--- config.mk ---
export PLATFORM = sky130hd
export DESIGN_NAME = regfile_sb
export DESIGN_NICKNAME = d
export VERILOG_FILES = /design/src/rtl/regfile_pkg.sv /design/src/rtl/regfile_scoreboard.sv /design/src/rtl/regfile_sb.sv
export SDC_FILE = /design/constraint.sdc
export NUM_CORES = 2
export LEC_CHECK = 0
export CAP_MARGIN = 25
export CORE_MARGIN = 8
export CORE_UTILIZATION = 30
export DETAILED_ROUTE_END_ITERATION = 12
export HOLD_SLACK_MARGIN = 0.15
export PLACE_DENSITY = 0.48
export SETUP_SLACK_MARGIN = 0.15
export SLEW_MARGIN = 0
export SYNTH_ARGS = -nofsm -noshare
export SYNTH_HDL_FRONTEND = slang
export SYNTH_SLANG_ARGS = --single-unit
export TNS_END_PERCENT = 5
--- constraint.sdc ---
create_clock -name clock -period 6.1 [get_ports clock]
set_clock_uncertainty 0.05 [all_clocks]
set_input_delay 1.22 -clock clock [delete_from_list [all_inputs] [get_ports clock]]
set_output_delay 1.22 -clock clock [all_outputs]
set_load 0.005 [all_outputs]
--- src/rtl/regfile_pkg.sv ---
// Shared constants and helpers for the parametrised register file with scoreboard.
package regfile_pkg;

  localparam int DEFAULT_WIDTH = 32;
  localparam int DEFAULT_DEPTH = 32;
  localparam int ZERO_IDX      = 0;

  function automatic int clog2(input int value);
    int r;
    r = 0;
    while ((1 << r) < value) r++;
    return r;
  endfunction

endpackage

--- src/rtl/regfile_scoreboard.sv ---
// Per-register pending bits for hazard detection, with busy lookups for two read ports.
module regfile_scoreboard
  import regfile_pkg::*;
#(
  parameter int DEPTH    = DEFAULT_DEPTH,
  parameter bit ZERO_REG = 1'b1,
  parameter bit BYPASS   = 1'b1,
  localparam int AW      = clog2(DEPTH)
) (
  input  logic          clock,
  input  logic          ctrl_reset,
  input  logic          wr_en,
  input  logic [AW-1:0] wr_reg,
  input  logic          issue,
  input  logic [AW-1:0] issue_reg,
  input  logic [AW-1:0] rd_a,
  input  logic [AW-1:0] rd_b,
  output logic          busy_a,
  output logic          busy_b
);

  logic [DEPTH-1:0] pending;
  logic             wr_eff;
  logic             iss_eff;

  assign wr_eff  = wr_en && !(ZERO_REG && wr_reg == AW'(ZERO_IDX));
  assign iss_eff = issue && !(ZERO_REG && issue_reg == AW'(ZERO_IDX));

  // The set follows the clear so a same-cycle issue (new producer) wins.
  always_ff @(posedge clock) begin
    if (!ctrl_reset) begin
      pending <= '0;
    end else begin
      if (wr_eff)  pending[wr_reg]    <= 1'b0;
      if (iss_eff) pending[issue_reg] <= 1'b1;
    end
  end

  function automatic logic busy_of(input logic [AW-1:0] addr);
    logic b;
    b = pending[addr];
    if (BYPASS && wr_eff && wr_reg == addr && !(iss_eff && issue_reg == addr)) b = 1'b0;
    if (ZERO_REG && addr == AW'(ZERO_IDX)) b = 1'b0;
    return b;
  endfunction

  always_comb begin
    busy_a = busy_of(rd_a);
    busy_b = busy_of(rd_b);
  end

endmodule

--- src/rtl/regfile_sb.sv ---
// Register file with optional zero register, write bypass, 0/1-cycle reads,
// pending scoreboard and a debug tap window.
module regfile_sb
  import regfile_pkg::*;
#(
  parameter int WIDTH        = DEFAULT_WIDTH,
  parameter int DEPTH        = DEFAULT_DEPTH,
  parameter bit ZERO_REG     = 1'b1,
  parameter bit BYPASS       = 1'b1,
  parameter int READ_LATENCY = 0,
  parameter int TAP_BASE     = 25,
  parameter int TAP_COUNT    = 5,
  localparam int AW          = clog2(DEPTH)
) (
  input  logic                       clock,
  input  logic                       ctrl_reset,
  input  logic                       ctrl_writeEnable,
  input  logic [AW-1:0]              ctrl_writeReg,
  input  logic [WIDTH-1:0]           data_writeReg,
  input  logic [AW-1:0]              ctrl_readRegA,
  input  logic [AW-1:0]              ctrl_readRegB,
  output logic [WIDTH-1:0]           data_readRegA,
  output logic [WIDTH-1:0]           data_readRegB,
  input  logic                       ctrl_issue,
  input  logic [AW-1:0]              ctrl_issueReg,
  output logic                       busy_A,
  output logic                       busy_B,
  output logic [TAP_COUNT*WIDTH-1:0] data_tap
);

  logic [WIDTH-1:0] mem [DEPTH];
  logic             wr_eff;

  assign wr_eff = ctrl_writeEnable && !(ZERO_REG && ctrl_writeReg == AW'(ZERO_IDX));

  always_ff @(posedge clock) begin
    if (!ctrl_reset) begin
      for (int i = 0; i < DEPTH; i++) mem[i] <= '0;
    end else if (wr_eff) begin
      mem[ctrl_writeReg] <= data_writeReg;
    end
  end

  // fwd=1 returns the value the array holds once this cycle's write lands.
  function automatic logic [WIDTH-1:0] read_word(input logic [AW-1:0] addr, input bit fwd);
    logic [WIDTH-1:0] v;
    v = mem[addr];
    if (fwd && wr_eff && ctrl_writeReg == addr) v = data_writeReg;
    if (ZERO_REG && addr == AW'(ZERO_IDX)) v = '0;
    return v;
  endfunction

  generate
    if (READ_LATENCY == 0) begin : g_comb_read
      always_comb begin
        data_readRegA = read_word(ctrl_readRegA, BYPASS);
        data_readRegB = read_word(ctrl_readRegB, BYPASS);
      end
    end else begin : g_reg_read
      logic [WIDTH-1:0] rd_a_p1;
      logic [WIDTH-1:0] rd_b_p1;

      // Stage p1: post-write read data, independent of BYPASS.
      always_ff @(posedge clock) begin
        if (!ctrl_reset) begin
          rd_a_p1 <= '0;
          rd_b_p1 <= '0;
        end else begin
          rd_a_p1 <= read_word(ctrl_readRegA, 1'b1);
          rd_b_p1 <= read_word(ctrl_readRegB, 1'b1);
        end
      end

      assign data_readRegA = rd_a_p1;
      assign data_readRegB = rd_b_p1;
    end
  endgenerate

  generate
    for (genvar g = 0; g < TAP_COUNT; g++) begin : g_tap
      assign data_tap[g*WIDTH +: WIDTH] = mem[TAP_BASE+g];
    end
  endgenerate

  regfile_scoreboard #(
    .DEPTH    (DEPTH),
    .ZERO_REG (ZERO_REG),
    .BYPASS   (BYPASS)
  ) u_scoreboard (
    .clock     (clock),
    .ctrl_reset(ctrl_reset),
    .wr_en     (ctrl_writeEnable),
    .wr_reg    (ctrl_writeReg),
    .issue     (ctrl_issue),
    .issue_reg (ctrl_issueReg),
    .rd_a      (ctrl_readRegA),
    .rd_b      (ctrl_readRegB),
    .busy_a    (busy_A),
    .busy_b    (busy_B)
  );

endmodule

# Yosys cells after proc, flatten, opt, wreduce, memory -nomap -nowiden
# Memories as Yosys holds them, arrays and structs flattened.
# Cells that the tools add are included.
dict set report word_totals {
  register_bits 32
  mem_bits_rw 1024
  input_bits 56
  out_inout_bits 226
  memories 1
}
dict set report op_classes {
  magnitude_cmp 6
  eq_ne 4
  n_mux 26
  n_bitwise 3
  n_reduce_logical 19
}
# memory depth word_bits read_ports rd_clocked_by_memory_dff write_ports line
set memory_table {}
lappend memory_table {mem 32 32 7 0 32 regfile_sb.sv:31} ;# logic [WIDTH-1:0] mem [DEPTH];
# op n
set op_table {}
lappend op_table {{$mux W32} 8}
lappend op_table {{$and A32 B32 Y32} 1}
lappend op_table {{$not A32 Y32} 1}
lappend op_table {{$or A32 B32 Y32} 1}
lappend op_table {{$reduce_or A32 Y1} 1}
lappend op_table {{$lt A5 B6 Y1 const B} 4}
lappend op_table {{$eq A5 B5 Y1} 4}
lappend op_table {{$logic_not A5 Y1} 4}
lappend op_table {{$mux W1} 13}
lappend op_table {{$bmux W1 S5} 2}
lappend op_table {{$demux W1 S5} 2}
lappend op_table {{$ge A5 B1 Y1 const B} 2}
lappend op_table {{$logic_and A1 B1 Y1} 10}
lappend op_table {{$mux W5} 1}
lappend op_table {{$logic_not A1 Y1} 4}

# Longest topological paths before layout
dict set report logic_depth {
  ltp_word 10
  depth_mapped 12
}

# Cells and area by module
# A second synthesis with hierarchy kept.
dict set report unflattened {
  cells_unflattened 4180
  hier_area_um2 57871.8
}
# module instances cells_per_inst area_per_inst_um2 seq_area_each_um2
set modules_own_cells {}
lappend modules_own_cells {regfile_sb 1 3927 55639.6 30749.5}
lappend modules_own_cells {regfile_scoreboard 1 253 2232.1 620.6}

# Worst setup path after synthesis
# OpenSTA, ideal clock, no wires.
dict set report synth_path {
  path_kind {input -> register}
  start {input port ctrl_writeReg[2]}
  end {memory mem[3][0] (netlist name) (enable)}
  arrival_ps 4442
  slack_ps 1139
  stages 5
  n_path_buf 3
  cell_sequence {buf_2 or3_1 clkbuf_1 clkbuf_1 o21ai_0}
}
# element line
set synth_rtl {}
lappend synth_rtl {{start: declaration} regfile_sb.sv:18} ;# input logic [AW-1:0] ctrl_writeReg,
lappend synth_rtl {{end: declaration} regfile_sb.sv:31}

# Final worst setup path
dict set report layout_path {
  start {input port ctrl_readRegB[1]}
  end {output port data_readRegB[10]}
}
dict set report layout_between {
  elab_chain_cells 4
  word_cells_on_any_way 6
  cone_classes {eq/ne: 1; mux: 2; reduce/logical: 2; memory: 1}
}
# element line
set layout_rtl {}
lappend layout_rtl {{start: declaration} regfile_sb.sv:21} ;# input logic [AW-1:0] ctrl_readRegB,
lappend layout_rtl {{branches (longest 3 deep; another with $mem_v2 Z32 W32)} -}
lappend layout_rtl {{$mux W32 *} regfile_sb.sv:49} ;# if (ZERO_REG && addr == AW'(ZERO_IDX)) v = '0;
lappend layout_rtl {{end: declaration} regfile_sb.sv:23} ;# output logic [WIDTH-1:0] data_readRegB,
# Every way passes the cells marked *.

==> flow_summary.rst <==
.. list-table::
   :header-rows: 1

   * - Metric
     - Value
   * - Result of the run
     - completed
   * - Count of max-cap constraint violations
     - 0
   * - Core Util, Final
     - 35.8%
   * - Via count
     - 40600
   * - Routed wire length
     - 254000 um
   * - Number of different library cells in the post-synthesis netlist
     - 68
   * - Peak fanout along the critical path
     - 38
   * - CTS clock-pin slew for the worst setup and hold paths
     - 0.05 ns
   * - Number of nets with antenna violations after detailed routing
     - 0
   * - Signed area change from the synthesized netlist to the final layout
     - 18.8%
   * - Starting DRT DRC Count
     - 4901
   * - # DRC
     - 0
   * - Clk sinks
     - 1056
   * - DIE HEIGHT
     - 455 um
   * - Clock tree buffer depth
     - 3
   * - Worst-case headroom to the max-slew limit
     - 25.8%
   * - Per-cell routed wire length
     - 35.3 um
   * - Root buffer cell
     - clkbuf_16
   * - Number of global-route vias before repair
     - 40400
   * - Leakage power total
     - 24.0 nW
   * - Number of standard cells in the layout, taps in and fillers out
     - 7193
   * - Max VDD drop
     - 225 uV
   * - Proportion of register bits with asynchronous set or reset after synthesis
     - 0%
   * - Aggregate global routing overflow
     - 0
   * - Netlist area before placement
     - 57800 um2
   * - Areal power density over the cells
     - 269 nW/um2
   * - Most common cell after layout, fill and taps aside
     - edfxtp_1
   * - Initial antenna violation count
     - 23
   * - Commonest register cell after synthesis
     - edfxtp_1
   * - Synthesized area per cell
     - 13.6 um2
   * - Dpl cells
     - 6969
   * - CP Data Arrival Time
     - 4.59 ns
   * - Pin slew with the least headroom to its limit
     - 1.10 ns
   * - Most frequent cells in the layout
     - edfxtp_1 (1024), and2_1 (933), mux4_2 (376)
   * - Count of flip-flops with a built-in enable after synthesis
     - 1024
   * - Number of rows created at floorplan
     - 161
   * - Gr usage total
     - 23.7%
   * - Maximum number of pins on one net before global-route repair
     - 53
   * - Final setup violation count
     - 0
   * - Most prevalent standard cell on the critical path
     - buf_4
   * - Delay of the slowest critical-path stage
     - 0.63 ns
   * - Portion of the post-synthesis area used by sequential elements
     - 54.3%
   * - Area contributors post-synth
     - edfxtp_1 (53%), mux4_2 (15%), and2_1 (10%)
   * - Final nets
     - 4620
   * - Number of instances in the synthesized netlist
     - 4260
   * - Class of the tightest hold or removal check
     - flip-flop to flip-flop
   * - Clock buffer count from CTS
     - 119
   * - Kind of start point of the critical path
     - input pin
   * - Wire length of the first global-routing pass
     - 343000 um
   * - Core footprint
     - 192000 um2
   * - Fmax achieved
     - 0.171 GHz
   * - Type of element capturing the critical path
     - output pin
   * - Count of synthesis-stage warnings from yosys
     - 0
   * - Final estimated routing congestion in global placement
     - 0.892
   * - Initial Utilization
     - 30.1%
   * - Post-route fraction of the period consumed by the critical path
     - 96.1%
   * - Die outline width
     - 455 um
   * - Worst EP required
     - 4.83 ns
   * - List of cells traversed by the critical path
     - buf_8, buf_4, or2_1, nor2_1, nand2_2, buf_4, o21ai_0, a21oi_1, clkdlybuf4s50_1
   * - Register bit count reported by yosys
     - 1056
   * - Detail Placement HPWL
     - 169000 um
   * - Buffers added on ports
     - 281
   * - Clock period minus worst slack
     - 5.86 ns
   * - Source-to-sink clock delay at the later pin of the worst-skew pair
     - 0.75 ns
   * - Kind of critical path
     - input pin to output pin
   * - Post-synthesis cell type with the largest combined area
     - edfxtp_1
   * - # H-tree levels
     - 3
   * - Count of final max-slew check failures
     - 0
   * - Setup repair after global routing missed its margin
     - yes
   * - Endpoints failing hold
     - 0
   * - Share of post-route cells with drive strength above 1
     - 21.0%
   * - First-pass DRT Iterations
     - 8
   * - Highest-delay cell along the critical path
     - clkdlybuf4s50_1
   * - I/O pin total
     - 282
   * - Area of the die
     - 207000 um2
   * - Area share of the largest cell type after synthesis
     - 53.2%
   * - Via/cell ratio
     - 5.64
   * - CTS tree
     - built
-- layout make-up --
| cell class | instances | area (um2) |
|---|---|---|
| flip-flops and latches | 1056 | 31400 |
| fillers | 18500 | 123000 |
| clock buffers | 165 | 3200 |
| clock inverters | 51 | 448 |
| inverters | 28 | 105 |
| diodes | 8 | 20.0 |
| repair buffers | 600 | 5570 |
| multi-input cells | 2759 | 24800 |
| well taps | 2526 | 3160 |
-- repair_timing --
action / CTS / global route
resized for setup: 2 / 1
gates cloned: 0 / 0
buffers inserted: 0 / 0
hold buffers: 0 / 0
endpoints found under the setup margin: 4 / 2
-- metrics by stage --
step / instance area (um2) / TNS, ns / hold slack [ns] / setup WS [ns] / power (mW)
floorplan: 57900 / 0 / 0.393 / 1.14 / 10.1
global placement: 65000 / -0.554 / 0.415 / -0.189 / 11.6
detailed placement: 65000 / -0.509 / 0.428 / -0.176 / 11.6
CTS: 68700 / 0 / 0.437 / 0.138 / 18.5
global route: 68700 / 0 / 0.448 / 0.138 / 18.9
finish: 68700 / 0 / 0.437 / 0.237 / 18.4
-- cell usage after synthesis (all sizes together) (6+ instances only) --
library cell	count
edfxtp	1024
and2	933
mux4	376
mux2i	363
clkbuf	303
a21oi	150
buf	145
nor2	136
nand2	110
o21ai	100
a22oi	87
nor3	73
mux2	48
nand3	45
o22ai	45
a31oi	39
dfxtp	32
inv	27
o211ai	22
nor2b	21
a221oi	16
nor4	15
xor2	15
and3	14
nand4	13
a211oi	12
a22o	8
nand2b	8
o211a	7
o221ai	7
o21a	6
o32ai	6
-- layer usage --
metal / track usage, % / part of all wire [%]
met1: 30.8 / 40
met2: 39.4 / 48
met3: 3.38 / 6.7
met4: 10.8 / 5.6
met5: 0 / 0.0051
-- power by group --
part | internal [mW] | total [mW] | switching, mW
combinational | 1.14 | 2.81 | 1.68
clock | 3.89 | 7.03 | 3.14
sequential | 8.36 | 8.60 | 0.242
-- critical path: cells and delay by family --
family,cells,cell delay [ns]
buffers and inverters,4,1.65
AOI/OAI and AO/OA,2,0.69
and+or+nand+nor,3,0.88
-- kinds of logic after synthesis --
kind of cell / synth area share [%]
and+or+nand+nor: 13.7
buffers and inverters: 3.91
DFF: 54.3
muxes: 21.9
other: 0.00649
AOI/OAI and AO/OA: 5.92
xor gates and xnor gates: 0.303
-- state kept, by name, indices dropped and copies added, names as in the netlist --
signal and cells:
mem 1024, u_scoreboard.pending 32
-- final timing paths --
path | to | start | cells after the start | slack, ns
worst min-delay path | u_scoreboard.pending[24] | u_scoreboard.pending[24] | 2 | 0.44
worst max register to register | u_scoreboard.pending[17] | u_scoreboard.pending[17] | 2 | 5.33
worst max-delay path | data_readRegB[10] | ctrl_readRegB[1] | 9 | 0.24
worst min register to register | u_scoreboard.pending[24] | u_scoreboard.pending[24] | 2 | 0.44
(Power assumes the default switching activity.)
